<file path="src/rtl/pcie_tx_lane_striper.sv">
// rtl/pcie_tx_lane_striper.sv - PCIe TX lane striper with periodic SKP ordered-set insertion
// Optional per-lane scrambler built when PCIE_TX_STRIPER_SCRAMBLE_EN is defined.
module pcie_tx_lane_striper #(
  parameter int NUM_LANES    = 4,
  parameter int SKP_INTERVAL = 1180
) (
  input  logic                   clk_i,
  input  logic                   rst_i,
  input  logic [NUM_LANES-1:0]   lane_enable_i,
  input  logic                   bypass_scrambler_i,
  input  logic [8*NUM_LANES-1:0] data_i,
  input  logic [NUM_LANES-1:0]   data_k_i,
  input  logic                   data_valid_i,
  output logic                   data_ready_o,
  output logic [8*NUM_LANES-1:0] lane_symbol_o,
  output logic [NUM_LANES-1:0]   lane_k_o,
  output logic [NUM_LANES-1:0]   lane_valid_o
);
  localparam int               CNT_W    = $clog2(SKP_INTERVAL);
  localparam logic [CNT_W-1:0] SKP_LAST = CNT_W'(SKP_INTERVAL - 1);
  localparam logic [7:0]       COM_SYM  = 8'hBC;
  localparam logic [7:0]       SKP_SYM  = 8'h1C;

  typedef enum logic [2:0] {ST_DATA, ST_SKP0, ST_SKP1, ST_SKP2, ST_SKP3} state_e;

  state_e                 state_q, state_d;
  logic [CNT_W-1:0]       skp_cnt_q, skp_cnt_d;
  logic [8*NUM_LANES-1:0] raw_sym, sym_d, sym_q;
  logic [NUM_LANES-1:0]   raw_k, k_d, k_q, valid_q;

  always_ff @(posedge clk_i) begin
    if (!rst_i) begin
      state_q   <= ST_DATA;
      skp_cnt_q <= '0;
    end else begin
      state_q   <= state_d;
      skp_cnt_q <= skp_cnt_d;
    end
  end

  always_comb begin
    state_d   = state_q;
    skp_cnt_d = skp_cnt_q;
    case (state_q)
      ST_DATA: begin
        if (skp_cnt_q == SKP_LAST) begin
          state_d   = ST_SKP0;
          skp_cnt_d = '0;
        end else begin
          skp_cnt_d = skp_cnt_q + 1'b1;
        end
      end
      ST_SKP0: state_d = ST_SKP1;
      ST_SKP1: state_d = ST_SKP2;
      ST_SKP2: state_d = ST_SKP3;
      default: state_d = ST_DATA;
    endcase
  end

  // Pre-scramble symbol per lane: data beat or idle in DATA, ordered set otherwise.
  always_comb begin
    data_ready_o = 1'b0;
    raw_sym      = '0;
    raw_k        = '0;
    case (state_q)
      ST_DATA: begin
        data_ready_o = rst_i;
        if (data_valid_i) begin
          raw_sym = data_i;
          raw_k   = data_k_i;
        end
      end
      ST_SKP0: begin
        raw_sym = {NUM_LANES{COM_SYM}};
        raw_k   = '1;
      end
      default: begin
        raw_sym = {NUM_LANES{SKP_SYM}};
        raw_k   = '1;
      end
    endcase
  end

`ifdef PCIE_TX_STRIPER_SCRAMBLE_EN
  localparam logic [15:0] LFSR_SEED = 16'hFFFF;

  logic [NUM_LANES-1:0][15:0] lfsr_q, lfsr_d;
  logic [7:0]                 lane_b;

  // Galois form of x^16+x^5+x^4+x^3+1, advanced one byte time.
  function automatic logic [15:0] lfsr_adv8(input logic [15:0] s);
    logic [15:0] r;
    r = s;
    for (int n = 0; n < 8; n++) begin
      r = {r[14:0], 1'b0} ^ (r[15] ? 16'h0039 : 16'h0000);
    end
    return r;
  endfunction

  function automatic logic [7:0] lfsr_mask(input logic [15:0] s);
    return {s[8], s[9], s[10], s[11], s[12], s[13], s[14], s[15]};
  endfunction

  always_comb begin
    lfsr_d = lfsr_q;
    sym_d  = '0;
    k_d    = '0;
    lane_b = '0;
    for (int i = 0; i < NUM_LANES; i++) begin
      lane_b = raw_sym[8*i +: 8];
      if (!lane_enable_i[i]) begin
        lfsr_d[i] = LFSR_SEED;
      end else begin
        k_d[i] = raw_k[i];
        if (raw_k[i] && lane_b == COM_SYM) begin
          lfsr_d[i] = LFSR_SEED;
        end else if (!(raw_k[i] && lane_b == SKP_SYM)) begin
          lfsr_d[i] = lfsr_adv8(lfsr_q[i]);
          if (!raw_k[i] && !bypass_scrambler_i) begin
            lane_b = lane_b ^ lfsr_mask(lfsr_q[i]);
          end
        end
        sym_d[8*i +: 8] = lane_b;
      end
    end
  end

  always_ff @(posedge clk_i) begin
    if (!rst_i) begin
      lfsr_q <= {NUM_LANES{LFSR_SEED}};
    end else begin
      lfsr_q <= lfsr_d;
    end
  end
`else
  logic unused_bypass;
  assign unused_bypass = bypass_scrambler_i;

  always_comb begin
    sym_d = '0;
    k_d   = '0;
    for (int i = 0; i < NUM_LANES; i++) begin
      if (lane_enable_i[i]) begin
        sym_d[8*i +: 8] = raw_sym[8*i +: 8];
        k_d[i]          = raw_k[i];
      end
    end
  end
`endif

  always_ff @(posedge clk_i) begin
    if (!rst_i) begin
      sym_q   <= '0;
      k_q     <= '0;
      valid_q <= '0;
    end else begin
      sym_q   <= sym_d;
      k_q     <= k_d;
      valid_q <= lane_enable_i;
    end
  end

  assign lane_symbol_o = sym_q;
  assign lane_k_o      = k_q;
  assign lane_valid_o  = valid_q;

endmodule

</file>
<file path="config.mk">
export PLATFORM = sky130hd
export DESIGN_NAME = pcie_tx_lane_striper
export DESIGN_NICKNAME = d
export VERILOG_FILES = /design/src/rtl/pcie_tx_lane_striper.sv
export SDC_FILE = /design/constraint.sdc
export NUM_CORES = 1
export LEC_CHECK = 0
export ABC_AREA = 1
export BUFFER_PORTS_ARGS = -buffer_cell sky130_fd_sc_hd__buf_4
export CAP_MARGIN = 20
export CORE_MARGIN = 8
export CORE_UTILIZATION = 50
export DETAILED_ROUTE_END_ITERATION = 10
export PLACE_DENSITY = 0.91
export SLEW_MARGIN = 20
export SYNTH_ARGS = -nofsm -noshare
export SYNTH_HDL_FRONTEND = slang
export SYNTH_SLANG_ARGS = --single-unit
</file>
<file path="constraint.sdc">
create_clock -name clk_i -period 2.1 [get_ports clk_i]
set_clock_uncertainty 0.05 [all_clocks]
set_input_delay 0.42 -clock clk_i [delete_from_list [all_inputs] [get_ports clk_i]]
set_output_delay 0.42 -clock clk_i [all_outputs]
set_load 0.02 [all_outputs]
</file>
==> results of run 1 <==
==> where the power goes <==
group,switching [mW],internal (mW)
clock,0.350,0.362
combinational,0.104,0.0998
sequential,0.0116,1.05
total,0.466,1.51
==> routing by layer <==
| metal | track usage [%] | up-vias | wire length (um) |
|---|---|---|---|
| li1 | - | 930 | - |
| met1 | 19.05 | 871 | 2232 |
| met2 | 33.14 | 82 | 2980 |
| met3 | 6.998 | 8 | 584 |
| met4 | 5.926 | 0 | 70 |
| met5 | 0 | - | 0 |
==> worst min path at each step <==
| stage | start | to | slack, ps | cells after the start |
|---|---|---|---|---|
| global placement | skp_cnt_q[1] | skp_cnt_q[1] | 420 | 2 |
| CTS | data_i[8] | lane_symbol_o[8] | 260 | 3 |
| detailed placement | skp_cnt_q[1] | skp_cnt_q[1] | 430 | 2 |
| global route | data_i[14] | lane_symbol_o[14] | 270 | 3 |
| floorplan | state_q[0] | state_q[0] | 400 | 1 |
| finish | data_i[24] | lane_symbol_o[24] | 270 | 3 |
==> critical path, delay by kind of cell, from the launching register on <==
kind,cells,cell delay [ps]
buf+inv,1,150
flops,1,350
simple gates,3,500
==> cell usage in the layout (no fill, tap or decap), types with 3 or more instances in the layout <==
cell,count
a21oi_1,10
inv_1,20
nor2_4,3
nor2_1,38
dfxtp_1,54
nand3_1,23
nand2_1,65
buf_4,83
xor2_1,4
clkbuf_8,5
nand4_1,4
==> cell type report <==
type | instances | area (um^2)
fill | 282 | 1147
sequential | 54 | 1081
inverter | 22 | 82.58
clock buffer | 5 | 68.82
timing repair buffer | 83 | 623.1
multi-input combinational | 163 | 772.0
tap | 50 | 62.56
clock inverter | 3 | 47.55
==> kinds of logic after synthesis <==
logic type | count (synthesis) | synth area share [%]
compound gates | 14 | 4.063
xor+xnor | 5 | 2.222
fa+ha+maj | 1 | 0.6348
simple gates | 143 | 32.25
buf+inv | 27 | 5.968
flops | 54 | 54.86
==> registers in the layout, indices dropped and copies added, names as in the netlist <==
| register | flops |
|---|---|
| lane_k_o | 4 |
| state_q | 3 |
| lane_symbol_o | 32 |
| lane_valid_o | 4 |
| skp_cnt_q | 11 |
==> through the flow <==
stage | hold WS, ps | instance area [um^2]
5_1_grt | 272.3 | 2738
2_1_floorplan | 401.8 | 1971
6_report | 271.4 | 2738
3_3_place_gp | 419.8 | 2621
4_1_cts | 262.8 | 2738
3_5_place_dp | 434.8 | 2621
==> metrics, run 1 <==
Max VDD drop=0.0003085 V; I/O Pins=85; CTS tree=built; Reg clk slew, reported paths=100 ps; Synth async-reset ratio=0%; share of cells above drive strength 1=31.21%; worst slew pin tran=455.3 ps; critical path endpoint category=output port; drt via density=4.976; Worst Setup Path Type=flip-flop to output port; RSZ-0062 raised after global routing=false; Final WS setup=319.7 ps; final antenna-violating net count=0; htree depth=2; CP required=1630 ps; n_diodes=0; hold buffers post-CTS=0; Commonest cells post-synth=nand2_1, dfxtp_1, nor2_1; worst skew pair latency=310 ps; Main synth FF type=dfxtp_1; first-pass GRT wire length=around 9.0 mm; Rows=23; power per cell area=around 720 mW/mm^2; vias in the first global route=about 1,800; post-route insts no fill=380; Max Cap Viol=0; period utilization=between 80% and 90%; gr usage total=a little under a fifth; CORE AREA=between 0.003 and 0.004 mm^2; fmax=about 560 MHz; Critical Path AT=1310 ps; top-count cell post-synth=nand2_1; final wirelength=5.867 mm; max-slew violations=0; Critical Path Max Stage Delay=350 ps; # Post-CTS Setup Buffers=0; Tot Pwr=between 1.5 and 2 mW; Setup TNS=0 ps; largest area contributor in the netlist=dfxtp_1; syn_nets=289; Syn Std Cell Area=0.001971 mm^2; R2R Path End=skp_cnt_q[10]; dpl hpwl=around 4.4 mm; critical-path cell list=nor2_2, nand2_4, nor2_1, buf_4; DR pass1 iterations=4; unique cell type count in the Yosys netlist=26; Reg-to-Reg Start=state_q[0]; R2R depth=6; dpl cells=372; Core Util, Final=70.47%; max_slew headroom=69.52%; RD Place Congestion=0.8957; Leak=1.396 nW; min-delay worst type=input port to flip-flop; initial antenna violation count=0; number of flops mapped to enable cells by yosys=0; clock sink count=between 50 and 60; crit path from=state_q[0]; Die X=78.78 um; Critical Path End=data_ready_o; initial DRC count=around 150; Die Area=0.006206 mm^2; Layout Nets=374; Yosys top cell area share=54.86%; Fin. Hold Viols=0; largest cells by area after synthesis=dfxtp_1, nand2_1, nor2_1; DRC viols=0; post-CTS sizing=0; Synth Warn #=0; register bit total from synthesis=54; I/O Buffers=83; clock buffer count from CTS=5; Worst setup SP type=flip-flop; WL/cell=15.44 um; DR vias=between 1,500 and 2,000; starting density of the core=between 50% and 60%; Place WS=a little under 600 ps; post-synthesis area per instance=about 8 um^2; clock buffer depth=2; status=complete, no violations; Cells after Synth=244; Area Growth Syn to Fin=38.92%; Overflow after GRT=0; Die Y-Extent=between 70 and 80 um; reg-to-reg slack, setup=between 500 and 600 ps; Setup violations, final=0; critical path peak fanout=15; sequential share of the synthesized area=54.86%; Final min period=between 1500 and 2000 ps; Crit-path slowest cell=dfxtp_1; clock root cell=clkbuf_8; pin count of the biggest net entering global routing=22
(Power assumes the default switching activity.)
==> inputs of run 2 (changes only) <==
--- a/config.mk
+++ b/config.mk
@@ -9,9 +9,9 @@
 export BUFFER_PORTS_ARGS = -buffer_cell sky130_fd_sc_hd__buf_4
 export CAP_MARGIN = 20
 export CORE_MARGIN = 8
-export CORE_UTILIZATION = 50
+export CORE_UTILIZATION = 42
 export DETAILED_ROUTE_END_ITERATION = 10
-export PLACE_DENSITY = 0.91
+export PLACE_DENSITY = 0.83
 export SLEW_MARGIN = 20
 export SYNTH_ARGS = -nofsm -noshare
 export SYNTH_HDL_FRONTEND = slang
==> constraint.sdc (replaced) <==
create_clock -name clk_i -period 1.5 [get_ports clk_i]
set_clock_uncertainty 0.05 [all_clocks]
set_input_delay 0.3 -clock clk_i [delete_from_list [all_inputs] [get_ports clk_i]]
set_output_delay 0.3 -clock clk_i [all_outputs]
set_load 0.02 [all_outputs]
==> metrics, run 2 (same netlist as run 1, synthesis figures left out) <==
gr usage total=14.62% (was 18.33%); final wirelength=5.239 mm (was 5.867 mm); Max Cap Viol=0 (unchanged); R2R Path End=skp_cnt_q[8] (was skp_cnt_q[10]); n_diodes=0 (unchanged); Fin. Hold Viols=0 (unchanged); htree depth=2 (unchanged); WL/cell=13.57 um (was 15.44 um); reg-to-reg slack, setup=130 ps (was 580 ps); Reg-to-Reg Start=skp_cnt_q[1] (was state_q[0]); Worst setup SP type=flip-flop (unchanged); Rows=25 (was 23); pin count of the biggest net entering global routing=22 (unchanged); busiest grt layer=met2 (unchanged); worst slew pin tran=523.2 ps (was 455.3 ps); critical path endpoint category=output port (unchanged); RSZ-0062 raised after global routing=true (was false); RD Place Congestion=0.8597 (was 0.8957); status=complete, no violations (unchanged); met1 usage=16.70% (was 19.05%); I/O Pins=85 (unchanged); initial antenna violation count=0 (unchanged); critical-path cell list=nor2_4, nand2_4, nor2_4, buf_6 (was nor2_2, nand2_4, nor2_1, buf_4); Hold Path Depth=3 (unchanged); Place WS=97.70 ps (was 580.5 ps); max_slew headroom=64.97% (was 69.52%); first-pass GRT wire length=8.466 mm (was 8.997 mm); drt via density=4.826 (was 4.976); grt met3 use=6.244% (was 6.998%); initial DRC count=100 (was 151); hold wc startpoint=data_i[16] (was data_i[24]); Final min period=1463 ps; Core Util, Final=59.68% (was 70.47%); fmax=just under 700 MHz; Die Y-Extent=84.50 um (was 78.78 um); commonest non-fill, non-tap cells in the layout=buf_4, nand2_1, dfxtp_1 (unchanged); max-slew violations=0 (unchanged); DRC viols=0 (unchanged); routing usage on met2=23.84% (was 33.14%); CTS tree=built (unchanged); clock root cell=clkbuf_8 (unchanged); power per cell area=947.7 mW/mm^2 (was 722.7 mW/mm^2); Area Growth Syn to Fin=40.19% (was 38.92%); max reg flops=32 (unchanged); Die Area=0.007140 mm^2 (was 0.006206 mm^2); Hold Path End=lane_symbol_o[16] (was lane_symbol_o[24]); Critical Path AT=1110 ps (was 1310 ps); Worst Setup Path Type=flip-flop to output port (unchanged); final antenna-violating net count=0 (unchanged); Layout Nets=376 (was 374); Critical Path Max Stage Delay=360 ps (was 350 ps); Setup violations, final=0 (unchanged); worst hold margin=145.1 ps (was 271.4 ps); share of cells above drive strength 1=32.83% (was 31.21%); DR vias=1,863 (was 1,891); clock sink count=54 (unchanged); I/O Buffers=83 (unchanged); period utilization=97.52%; CORE AREA=0.004629 mm^2 (was 0.003885 mm^2); FF+latch area=0.001084 mm^2 (was 0.001081 mm^2); hold buffers post-CTS=0 (unchanged); clock buffer count from CTS=5 (unchanged); Overflow after GRT=0 (unchanged); fillers=420 (was 282); crit-path most repeated cell=nor2_4; Die X=84.50 um (was 78.78 um); R2R depth=6 (unchanged); Crit-path slowest cell=dfxtp_2 (was dfxtp_1); footprint of the multi-input gates=787.0 um^2 (was 772.0 um^2); CP required=1150 ps (was 1630 ps); clock buffer depth=2 (unchanged); worst skew pair latency=310 ps (about the same); Final WS setup=37.16 ps (was 319.7 ps); dpl hpwl=4.028 mm (was 4.431 mm); critical path peak fanout=3 (was 15); Leak=1.404 nW (was 1.396 nW); min-delay worst type=input port to flip-flop (unchanged); most common cell after layout, fill and taps aside=buf_4 (unchanged); Reg clk slew, reported paths=110 ps (was 100 ps); vias in the first global route=1,769 (was 1,843); Max VDD drop=0.0004011 V (was 0.0003085 V); DR pass1 iterations=4 (unchanged); starting density of the core=42.57% (was 50.72%)
-- run 2: final cells by class --
cell class	count	area share, %
clock buffers	5	2.491
clock inverters	3	1.042
inverters	22	3.080
multi-input cells	163	28.49
flip-flops and latches	54	39.22
well taps	54	2.446
repair buffers	85	23.23
-- run 2: worst max path at each step --
| stage | from | cells past startpoint | to |
|---|---|---|---|
| 2_1_floorplan | state_q[0] | 4 | data_ready_o |
| 3_3_place_gp | state_q[0] | 6 | skp_cnt_q[10] |
| 3_5_place_dp | state_q[0] | 6 | skp_cnt_q[10] |
| 4_1_cts | state_q[0] | 4 | data_ready_o |
| 5_1_grt | state_q[1] | 4 | data_ready_o |
| 6_report | state_q[1] | 4 | data_ready_o |
-- run 2: layer usage --
layer | part of all wire [%] | wire [um] | vias to the layer above
met5 | 0 | 0 | -
met4 | 1.1 | 59 | 0
met3 | 9.7 | 507 | 8
met2 | 46 | 2392 | 80
met1 | 44 | 2280 | 836
li1 | - | - | 939
-- run 2: timing repair --
action	CTS	global route
endpoints found under the setup margin	1	7
pin swaps	2	0
setup buffers	1	0
gates resized for setup	2	6
-- run 2: power breakdown --
group	internal (mW)	leakage (nW)	switching [mW]	total, mW
Combinational	0.141	0.913	0.142	0.283
Sequential	1.47	0.441	0.0136	1.48
Clock	0.347	0.0502	0.504	0.850
-- run 2: stage by stage --
| stage | total power, mW | cells | instance area, um^2 | setup TNS [ps] |
|---|---|---|---|---|
| after floorplan | 1.640 | 244 | 1971 | 0 |
| after global placement | 1.794 | 377 | 2634 | 0 |
| after detailed placement | 1.798 | 377 | 2634 | 0 |
| after CTS | 2.633 | 386 | 2745 | 0 |
| after global routing | 2.740 | 386 | 2763 | -23.67 |
| final | 2.618 | 386 | 2763 | 0 |
-- run 2: critical path: cells and delay by family, from the launching register on --
kind	cells	cell delay (ps)
AND/OR/NAND/NOR	3	330
buffers and inverters	1	120
flip-flops	1	360
